**config.mk**
```make
export PLATFORM = sky130hd
export DESIGN_NAME = seg_scan_decoder
export DESIGN_NICKNAME = d
export VERILOG_FILES = /design/src/rtl/seg7_pkg.sv /design/src/rtl/seg7_glyph_decode.sv /design/src/rtl/seg_scan_decoder.sv
export SDC_FILE = /design/constraint.sdc
export NUM_CORES = 1
export LEC_CHECK = 0
export CAP_MARGIN = 5
export CORE_MARGIN = 2
export CORE_UTILIZATION = 55
export CTS_CLUSTER_SIZE = 10
export DETAILED_ROUTE_END_ITERATION = 7
export GPL_TIMING_DRIVEN = 0
export PLACE_DENSITY_LB_ADDON = 0.12
export SKIP_LAST_GASP = 1
export SLEW_MARGIN = 20
export SYNTH_ARGS = -nofsm -noshare
export SYNTH_HDL_FRONTEND = slang
export SYNTH_SLANG_ARGS = --single-unit
```
**constraint.sdc**
```tcl
create_clock -name clk -period 5.28 [get_ports clk]
set_clock_uncertainty 0.15 [all_clocks]
set_input_delay 1.056 -clock clk [delete_from_list [all_inputs] [get_ports clk]]
set_output_delay 1.056 -clock clk [all_outputs]
set_load 0.005 [all_outputs]
```
**src/rtl/seg7_pkg.sv**
```systemverilog
// Shared 7-segment definitions: the active-low hex glyph table used by both the
// segment encoder and the scan decoder, so the two directions cannot disagree.
package seg7_pkg;

   typedef logic [6:0] seg7_t;

   typedef struct packed {
      logic       err;
      logic [3:0] nibble;
   } seg7_dec_t;

   localparam seg7_t SEG7_BLANK = 7'h7F;
   localparam seg7_t SEG7_DASH  = 7'h3F;

   // Index is the hex value; bit0 = segment a ... bit6 = segment g, 0 = lit.
   localparam seg7_t SEG7_GLYPH [16] = '{
      7'h40, 7'h79, 7'h24, 7'h30, 7'h19, 7'h12, 7'h02, 7'h78,
      7'h00, 7'h10, 7'h08, 7'h03, 7'h46, 7'h21, 7'h06, 7'h0E
   };

endpackage

```
**src/rtl/seg7_glyph_decode.sv**
```systemverilog
// Combinational inverse of the segment encoder: maps an active-low pattern back
// to its hex nibble, flagging anything that is not one of the 16 glyphs.
module seg7_glyph_decode
   import seg7_pkg::*;
(
   input  seg7_t     i_seg,
   output seg7_dec_t o_dec
);

   always_comb begin
      // NOTE: defaults first so every path assigns o_dec and no latch is inferred.
      o_dec.nibble = 4'd0;
      o_dec.err    = 1'b1;
      for (int g = 0; g < 16; g++) begin
         if (i_seg == SEG7_GLYPH[g]) begin
            o_dec.nibble = 4'(g);
            o_dec.err    = 1'b0;
         end
      end
   end

endmodule

```
**src/rtl/seg_scan_decoder.sv**
```systemverilog
// Receiver for a multiplexed 7-segment bus: debounces each digit, assembles a
// frame of DIGITS nibbles and offers it on a valid/ready output.
module seg_scan_decoder
   import seg7_pkg::*;
#(
   parameter int DIGITS        = 4,
   parameter int STABLE_CYCLES = 4
) (
   input  logic                  clk,
   input  logic                  rst_n,
   input  seg7_t                 seg_in,
   input  logic [DIGITS-1:0]     dig_sel,
   output logic [4*DIGITS-1:0]   out_value,
   output logic [DIGITS-1:0]     out_err,
   output logic                  out_valid,
   input  logic                  out_ready,
   output logic                  overrun
);

   localparam int             CW      = (STABLE_CYCLES > 2) ? $clog2(STABLE_CYCLES) : 1;
   localparam logic [CW-1:0]  CNT_MAX = CW'(STABLE_CYCLES - 1);

   seg7_t                 r_seg_q;
   logic [DIGITS-1:0]     r_sel_q;
   logic [CW-1:0]         r_cnt;
   logic                  r_armed;
   logic [4*DIGITS-1:0]   r_slot_val;
   logic [DIGITS-1:0]     r_slot_err;
   logic [DIGITS-1:0]     r_mask;

   seg7_dec_t             w_dec;
   logic                  w_same;
   logic                  w_onehot;
   logic                  w_capture;
   logic                  w_frame_done;
   logic [DIGITS-1:0]     w_mask_base;

   seg7_glyph_decode u_decode (
      .i_seg (r_seg_q),
      .o_dec (w_dec)
   );

   // The sample about to be registered is compared with the one already held,
   // so the counter reaches its maximum on the last of STABLE_CYCLES equal samples.
   assign w_same       = ({seg_in, dig_sel} == {r_seg_q, r_sel_q});
   assign w_onehot     = (r_sel_q != '0) && ((r_sel_q & (r_sel_q - DIGITS'(1))) == '0);
   assign w_capture    = (r_cnt == CNT_MAX) && r_armed && w_onehot;
   assign w_frame_done = &r_mask;
   assign w_mask_base  = w_frame_done ? '0 : r_mask;

   always_ff @(posedge clk) begin
      if (!rst_n) begin
         // NOTE: slot storage is cleared on reset as well, so a discarded partial
         // frame can never leak into the next one.
         r_seg_q    <= '0;
         r_sel_q    <= '0;
         r_cnt      <= '0;
         r_armed    <= 1'b0;
         r_slot_val <= '0;
         r_slot_err <= '0;
         r_mask     <= '0;
         out_value  <= '0;
         out_err    <= '0;
         out_valid  <= 1'b0;
         overrun    <= 1'b0;
      end else begin
         // NOTE: non-blocking assignments throughout; every read below sees the
         // pre-edge value, which the capture/completion ordering depends on.
         r_seg_q <= seg_in;
         r_sel_q <= dig_sel;

         if (!w_same) begin
            r_cnt   <= '0;
            r_armed <= 1'b1;
         end else if (r_cnt != CNT_MAX) begin
            r_cnt <= r_cnt + CW'(1);
         end else begin
            r_armed <= 1'b0;
         end

         for (int i = 0; i < DIGITS; i++) begin
            if (w_capture && r_sel_q[i]) begin
               r_slot_val[4*i +: 4] <= w_dec.nibble;
               r_slot_err[i]        <= w_dec.err;
            end
         end

         // A capture on the completion edge lands in the freshly cleared mask.
         r_mask <= w_mask_base | (w_capture ? r_sel_q : '0);

         if (w_frame_done) begin
            if (!out_valid || out_ready) begin
               out_value <= r_slot_val;
               out_err   <= r_slot_err;
               out_valid <= 1'b1;
            end else begin
               overrun <= 1'b1;
            end
         end else if (out_valid && out_ready) begin
            out_valid <= 1'b0;
         end
      end
   end

endmodule

```
==> run summary, run 1 <==
• **buffer levels on the longest clock path** 2
• **area inside the core boundary** 0.004444 mm2
• **internal cell power** 0.0007331 W
• **sequential fraction of the synthesis area** 46.40%
• **Sequential Power Share** 48.7%
• **worst slack at placement** 2.490 ns
• **hpwl dp** 3854 um
• **H-tree depth** 3
• **buffer count from post-CTS setup fixing** 0
• **arrival time at the worst endpoint** 2.55 ns
• **crit path kind** input port to flip-flop
• **antenna cells** 0
• **Placer Congestion** 0.9384
• **final sum of negative setup slack** 0 ns
• **total via count after detailed routing** 2,165
• **Synth async-reset ratio** 0%
• **Detailed Route Iter0 Violations** 134
• **Synth cell types** 44
• **share of layout cells above drive strength 1** 8.504%
• **count of filler cells inserted in the layout** 361
• **maximum fanout along the worst path** 10
• **Worst R2R Start** r_seg_q[2]
• **vias per cell** 5.509
• **total track usage** 22.31%
• **total CTS buffers** 9
• **timing startpoint of the critical path** out_ready
• **effective utilization at floorplan** 58.25%
• **unrepaired setup endpoints after global routing** false
• **Pre-Repair DR Iteration Count** 4
• **cell chosen for the clock root** sky130_fd_sc_hd__clkbuf_8
• **Sink Count** 60
• **maximum VDD drop** 265.4 uV
• **CTS tree** done
• **crit path buf inv count** 2
• **EDFF count, synth** 0
• **Reg2Reg Depth** 6
• **worst path cell trace** clkdlybuf4s50_1, nand2b_1, nor2b_1, clkbuf_1, nand2_1, a21boi_0
• **number of top-level pins** 36
• **initial antenna violation count** 0
• **number of maximum-capacitance constraint violations** 0
• **die width** 72.61 um
• **cell at the slowest stage of the critical path** sky130_fd_sc_hd__clkdlybuf4s50_1
• **Final Worst Setup Slack** 2.841 ns
• **Worst Hold Depth** 2
• **vias in the first global route** 1,927
• **slew of the pin with the lowest slew margin** 0.5730 ns
• **post-route worst hold slack** 0.3107 ns
• **capture instance of the worst register-to-register path** r_slot_val[8]
• **total area of multi-input combinational cells** 0.001282 mm2
• **Worst Hold End** out_value[6]
• **global-route wire length before repair** 8997 um
• **register-to-register setup slack** 3.23 ns
• **combinational group share of total power** 7.2%
• **net switching power** 0.0002158 W
• **count of endpoints failing hold in the final timing report** 0
• **detailed-route wire length per cell** 13.87 um
• **crit path time final** 2.439 ns
• **wire length after detailed routing** 5450 um
• **Resize count post-CTS** 0
• **Startpoint Class** input port
• **Max stage delay on crit path** 0.44 ns
• **die height** 72.61 um
• **Worst path top cell family by delay** buffers and inverters
• **class of the most critical hold timing path** flip-flop to flip-flop
• **Setup Viol. Count Final** 0
• **clock-pin transition on the worst setup and hold timing paths** 0.06 ns
• **proportion of total power due to net switching** 22.74%
• **Avg Inst Size Synth** 8.927 um2
• **global route overflow** 0
• **number of cells produced by synthesis** 290
• **floorplan die area** 0.005271 mm2
• **nets in the synthesized netlist** 305
• **normalized max-slew margin** 61.80%
• **pin count of the biggest net entering global routing** 11
• **endpoint class of the critical path** flip-flop
• **number of cell rows** 24
• **Remaining DRCs** 0
• **final worst path period share** 46.20%
• **area taken by flip-flops and latches** 0.001201 mm2
• **post-synth design cell area** 0.002589 mm2
• **layout net count** 351
• **quantity of I/O buffers inserted on ports** 35
• **launch point of the worst hold path** out_value[6]
• **maximum clock frequency** 409.9 MHz
• **power per unit of standard cell area** 295.9 mW/mm2
• **run status** completed
• **synthesized flop and latch total** 60
• **clock network latency to the later pin of the worst-skew pair** 0.34 ns
• **Required @ worst endpoint** 5.39 ns
• **number of buffers inserted by hold repair at cts** 0
• **Top FF cell, synth** sky130_fd_sc_hd__dfxtp_1
• **clock network fraction of design power** 44.1%
• **final slew viol count** 0
• **total number of yosys warnings** 0
• **cell leakage power** 1.173 nW
• **antenna-violating nets left** 0
• **P&R area growth vs syn** 23.88%
routing by layer:
layer	vias up	track usage [%]	wire [um]
met5	-	0	0
met3	10	4.144	290
met4	0	10.29	99
li1	1092	-	-
met1	993	29.02	2453
met2	70	35.96	2607
worst reg2reg max path, delay by kind of cell (launching register included):
| kind | cells | cell delay (ns) |
|---|---|---|
| AO/OA/AOI/OAI | 3 | 0.60 |
| flip-flops | 1 | 0.32 |
| AND/OR/NAND/NOR | 2 | 0.71 |
| buffers and inverters | 1 | 0.18 |
cells in the mapped netlist (2+ instances only):
cell type	number	area share [%]
sky130_fd_sc_hd__a211oi_1	2	0.58
sky130_fd_sc_hd__a21boi_0	25	7.2
sky130_fd_sc_hd__a21oi_1	12	2.3
sky130_fd_sc_hd__a31oi_1	3	0.73
sky130_fd_sc_hd__and2_1	12	2.9
sky130_fd_sc_hd__and3b_1	4	1.4
sky130_fd_sc_hd__buf_2	3	0.58
sky130_fd_sc_hd__buf_4	3	0.87
sky130_fd_sc_hd__clkbuf_1	14	2.0
sky130_fd_sc_hd__dfxtp_1	60	46
sky130_fd_sc_hd__mux2i_1	2	0.77
sky130_fd_sc_hd__nand2_1	55	8.0
sky130_fd_sc_hd__nand2b_1	3	0.73
sky130_fd_sc_hd__nand3_1	11	2.1
sky130_fd_sc_hd__nand3b_1	3	0.87
sky130_fd_sc_hd__nand4_1	3	0.73
sky130_fd_sc_hd__nand4bb_1	2	0.87
sky130_fd_sc_hd__nor2_1	10	1.5
sky130_fd_sc_hd__nor2b_1	3	0.73
sky130_fd_sc_hd__nor3_1	5	0.97
sky130_fd_sc_hd__nor3b_1	2	0.58
sky130_fd_sc_hd__o211a_1	5	1.9
sky130_fd_sc_hd__o21ai_0	12	2.3
sky130_fd_sc_hd__o21ai_2	3	1.0
sky130_fd_sc_hd__or3b_1	2	0.68
sky130_fd_sc_hd__xnor2_1	11	3.7
sky130_fd_sc_hd__xor2_1	3	1.0
worst max path at each step:
stage               endpoint  slack, ns  cells past startpoint
2_1_floorplan     out_err[0]       3.25                      5
3_3_place_gp    out_value[8]       2.57                      6
3_5_place_dp   out_value[10]       2.49                      6
4_1_cts        out_value[10]       2.83                      6
5_1_grt         out_value[9]       2.65                      6
6_report       out_value[10]       2.84                      6
stage by stage:
stage          instance area (um2)  power (W)  cells  util [%]
2_1_floorplan                 2589  0.0005166    290         -
3_3_place_gp                  3004  0.0005385    377     67.60
3_5_place_dp                  3004  0.0005400    377     67.60
4_1_cts                       3207  0.0009513    393     72.16
5_1_grt                       3207  0.0009750    393     72.16
6_report                      3207  0.0009489    393     72.16
cell type report:
| type | count | share of cell area [%] |
|---|---|---|
| Sequential cell | 60 | 37.46 |
| Multi-Input combinational cell | 208 | 39.99 |
| Timing Repair Buffer | 35 | 10.92 |
| Inverter | 1 | 0.1171 |
| Clock buffer | 12 | 4.838 |
| Tap cell | 52 | 2.029 |
| Clock inverter | 4 | 1.483 |
| Buffer | 21 | 3.160 |
kinds of logic after synthesis:
kind of cell | count (synthesis) | share of synthesized area [%]
adder cells (fa/ha/maj) | 1 | 0.4832
AND/OR/NAND/NOR | 121 | 24.02
buffers and inverters | 22 | 4.060
multiplexers | 3 | 1.643
XOR/XNOR | 14 | 4.737
flip-flops | 60 | 46.40
AO/OA/AOI/OAI | 69 | 18.66
registers in the layout, indices dropped and copies added (netlist names):
signal      flops
out_value      16
r_seg_q         7
r_mask          4
r_slot_err      4
r_cnt           2
overrun         1
r_armed         1
r_sel_q         4
out_err         4
r_slot_val     16
out_valid       1
cells in the final DEF (no fill, tap or decap), types with 11 or more instances in the layout:
cell	n
sky130_fd_sc_hd__clkbuf_8	11
sky130_fd_sc_hd__nand3_1	11
sky130_fd_sc_hd__and2_1	12
sky130_fd_sc_hd__xnor2_1	11
sky130_fd_sc_hd__dfxtp_1	60
sky130_fd_sc_hd__a21oi_1	12
sky130_fd_sc_hd__o21ai_0	12
sky130_fd_sc_hd__clkbuf_1	15
sky130_fd_sc_hd__a21boi_0	25
sky130_fd_sc_hd__clkdlybuf4s50_1	35
sky130_fd_sc_hd__nand2_1	55
power by group through the flow:
| stage | clock [W] | sequential, W | combinational (W) |
|---|---|---|---|
| 2_1_floorplan | 0 | 0.000471 | 0.0000456 |
| 3_3_place_gp | 0 | 0.000472 | 0.0000667 |
| 3_5_place_dp | 0 | 0.000472 | 0.0000679 |
| 4_1_cts | 0.000421 | 0.000462 | 0.0000685 |
| 5_1_grt | 0.000438 | 0.000463 | 0.0000745 |
| 6_report | 0.000418 | 0.000462 | 0.0000687 |
Power figures use the tool's default switching activity.
==> run 2, diff against run 1 <==
--- a/config.mk
+++ b/config.mk
@@ -7,7 +7,7 @@
 export LEC_CHECK = 0
 export CAP_MARGIN = 5
 export CORE_MARGIN = 2
-export CORE_UTILIZATION = 55
+export CORE_UTILIZATION = 49
 export CTS_CLUSTER_SIZE = 10
 export DETAILED_ROUTE_END_ITERATION = 7
 export GPL_TIMING_DRIVEN = 0
==> constraint.sdc (replaced) <==
create_clock -name clk -period 2 [get_ports clk]
set_clock_uncertainty 0.15 [all_clocks]
set_input_delay 0.4 -clock clk [delete_from_list [all_inputs] [get_ports clk]]
set_output_delay 0.4 -clock clk [all_outputs]
set_load 0.005 [all_outputs]
==> run 2 against run 1 <==
  * Core utilization fell by 7.0 points
  * Register-to-register slack worse by 3.1 ns
  * Worst hold slack improved by 0.0016 ns
  * Sequential power grew to 2.6 times the previous value
  * Wire length down 2.0%
  * Flip-flop and latch count is the same
  * Cell count increased by 4.6%
  * Count of clock-buffer cells in the layout up 1
  * Power grew to 3.0 times the previous value
  * Cell area is 3.8% higher
  * Non-clock buffer count stayed put
  * Critical path type is now flip-flop to flip-flop
  * Largest cell class unchanged
  * Largest power group is now clock
==> run summary, run 2 (synthesis gave the netlist of run 1 again) <==
• **run status** completed
• **Cell Area, Placed** 0.003027 mm2, +0.75%
• **crit path kind** flip-flop to flip-flop
• **class of the most critical hold timing path** flip-flop to flip-flop
• **commonest non-fill, non-tap cells in the layout** sky130_fd_sc_hd__dfxtp_1, sky130_fd_sc_hd__nand2_1, sky130_fd_sc_hd__clkdlybuf4s50_1
• **internal cell power** 0.002266 W, +210%
• **pin count of the biggest net entering global routing** 11, unchanged
• **quantity of I/O buffers inserted on ports** 35, unchanged
• **count of filler cells inserted in the layout** 454, +26%
• **most frequent standard cell in the layout excluding fill and tap cells** sky130_fd_sc_hd__dfxtp_1
• **proportion of total power due to net switching** 20.49%, -2.3 points
• **total CTS buffers** 9, unchanged
• **endpoint class of the critical path** flip-flop
• **die width** 76.69 um, +5.6%
• **maximum clock frequency** 524.2 MHz
• **antenna cells** 0, unchanged
• **clock network fraction of design power** 50.6%, +6.5 points
• **H-tree depth** 3, unchanged
• **combinational group share of total power** 6.5%, -0.7 points
• **Remaining DRCs** 0, unchanged
• **crit path time final** 1.908 ns
• **net switching power** 0.0005840 W, +170%
• **final slew viol count** 0, unchanged
• **final worst path period share** 95.38%
• **Detailed Route Iter0 Violations** 65, -51%
• **detailed-route wire length per cell** 13.00 um, -6.3%
• **cell chosen for the clock root** sky130_fd_sc_hd__clkbuf_8
• **Startpoint Class** flip-flop
• **share of layout cells above drive strength 1** 11.14%, +2.6 points
• **clock network latency to the later pin of the worst-skew pair** 0.34 ns, about the same
• **cell leakage power** 1.222 nW, +4.2%
• **area inside the core boundary** 0.005107 mm2, +15%
• **most crowded layer after global routing** met2
• **die height** 76.69 um, +5.6%
• **buffer levels on the longest clock path** 2, unchanged
• **Required @ worst endpoint** 2.12 ns, -3.27 ns
• **initial antenna violation count** 0, unchanged
• **Sequential Power Share** 42.8%, -5.9 points
• **number of top-level pins** 36, unchanged
• **total track usage** 20.22%, -2.1 points
• **Setup Viol. Count Final** 0, unchanged
• **CTS tree** done
• **global-route wire length before repair** 9632 um, +7.1%
• **met2 Track Usage GR** 32.98%, -3.0 points
• **met1 Track Usage GR** 25.58%, -3.4 points
• **power per unit of standard cell area** 856.3 mW/mm2, +190%
• **Placer Congestion** 0.8808, -6.1%
• **antenna-violating nets left** 0, unchanged
• **floorplan die area** 0.005881 mm2, +12%
• **post-route cell area** 0.003328 mm2, +3.8%
• **layout net count** 351, unchanged
• **global route overflow** 0, unchanged
• **slew of the pin with the lowest slew margin** 0.5045 ns, -0.06855 ns
• **wire length after detailed routing** 5341 um, -2.0%
• **hpwl dp** 3809 um, -1.2%
• **arrival time at the worst endpoint** 2.03 ns, -0.52 ns
• **maximum VDD drop** 506.0 uV, +91%
• **global routing met3 resource utilization** 5.529%, +1.4 points
• **Post-Place Cells** 395, +4.8%
• **effective utilization at floorplan** 50.69%, -7.6 points
• **count of endpoints failing hold in the final timing report** 0, unchanged
• **unrepaired setup endpoints after global routing** false
• **vias in the first global route** 2,107, +9.3%
• **final cell count without fillers** 411, +4.6%
• **total via count after detailed routing** 2,129, -1.7%
• **vias per cell** 5.180, -6.0%
• **P&R area growth vs syn** 28.56%
• **post-route worst hold slack** 0.3123 ns, +0.001630 ns
• **normalized max-slew margin** 66.37%, +4.6 points
• **number of cell rows** 26, +8.3%
• **maximum fanout along the worst path** 10, unchanged
• **Pre-Repair DR Iteration Count** 5, +1
• **top flop regs** out_value: 16 flops, r_slot_val: 16 flops, r_seg_q: 7 flops
• **number of maximum-capacitance constraint violations** 0, unchanged
• **clock-pin transition on the worst setup and hold timing paths** 0.07 ns, about the same
• **Total Power Consumption** 0.002850 W, +200%
• **Sink Count** 60, unchanged
[run 2: worst paths after layout]
| kind | startpoint | to | slack, ns | cells after the start |
|---|---|---|---|---|
| worst max-delay path | r_seg_q[1] | r_slot_err[1] | 0.09 | 6 |
| worst min-delay path | out_value[6] | out_value[6] | 0.31 | 2 |
| worst max register to register | r_seg_q[1] | r_slot_err[1] | 0.09 | 6 |
| worst min register to register | out_value[6] | out_value[6] | 0.31 | 2 |
[run 2: critical path: stages, from the launching register on]
cell	delay [ns]
sky130_fd_sc_hd__dfxtp_2	0.34
sky130_fd_sc_hd__buf_4	0.17
sky130_fd_sc_hd__nor3b_1	0.15
sky130_fd_sc_hd__o2111ai_2	0.17
sky130_fd_sc_hd__o211ai_1	0.15
sky130_fd_sc_hd__or4b_4	0.56
sky130_fd_sc_hd__mux2i_4	0.14
[run 2: repair_timing]
action                                  4_1_cts  5_1_grt
gates resized for setup                       2       10
endpoints found under the setup margin        3       19
setup buffers                                 1        0
pin swaps                                     1        2
hold buffers                                  0        0
[run 2: metal layers]
| metal | up-vias | share of wire (%) |
|---|---|---|
| met5 | - | 0 |
| met4 | 0 | 1.5 |
| met3 | 8 | 3.9 |
| met2 | 44 | 47 |
| met1 | 979 | 47 |
| li1 | 1098 | - |
[run 2: layout make-up]
type	instances	area [um2]	share of cell area (%)
buffer	20	107.6	3.233
clock buffer	13	178.9	5.376
clock inverter	3	90.09	2.707
inverter	1	3.754	0.1128
multi-input combinational	208	1299	39.02
sequential	60	1204	36.17
tap	70	87.58	2.632
timing repair buffer	36	357.8	10.75
[run 2: power by group through the flow]
| stage | Combinational (W) | Clock, W | Sequential, W |
|---|---|---|---|
| after floorplan | 0.000120 | 0 | 0.00124 |
| after global placement | 0.000178 | 0 | 0.00125 |
| after detailed placement | 0.000179 | 0 | 0.00125 |
| after CTS | 0.000183 | 0.00146 | 0.00122 |
| after global routing | 0.000205 | 0.00152 | 0.00122 |
| final | 0.000186 | 0.00144 | 0.00122 |
[run 2: stage by stage]
stage / worst slack [ns] / setup TNS (ns) / utilization [%]
2_1_floorplan: 0.1677 / 0 / -
3_3_place_gp: -0.07600 / -1.160 / 59.26
3_5_place_dp: -0.1393 / -1.679 / 59.26
4_1_cts: 0.0005438 / 0 / 64.75
5_1_grt: 0.001871 / 0 / 65.16
6_report: 0.09249 / 0 / 65.16
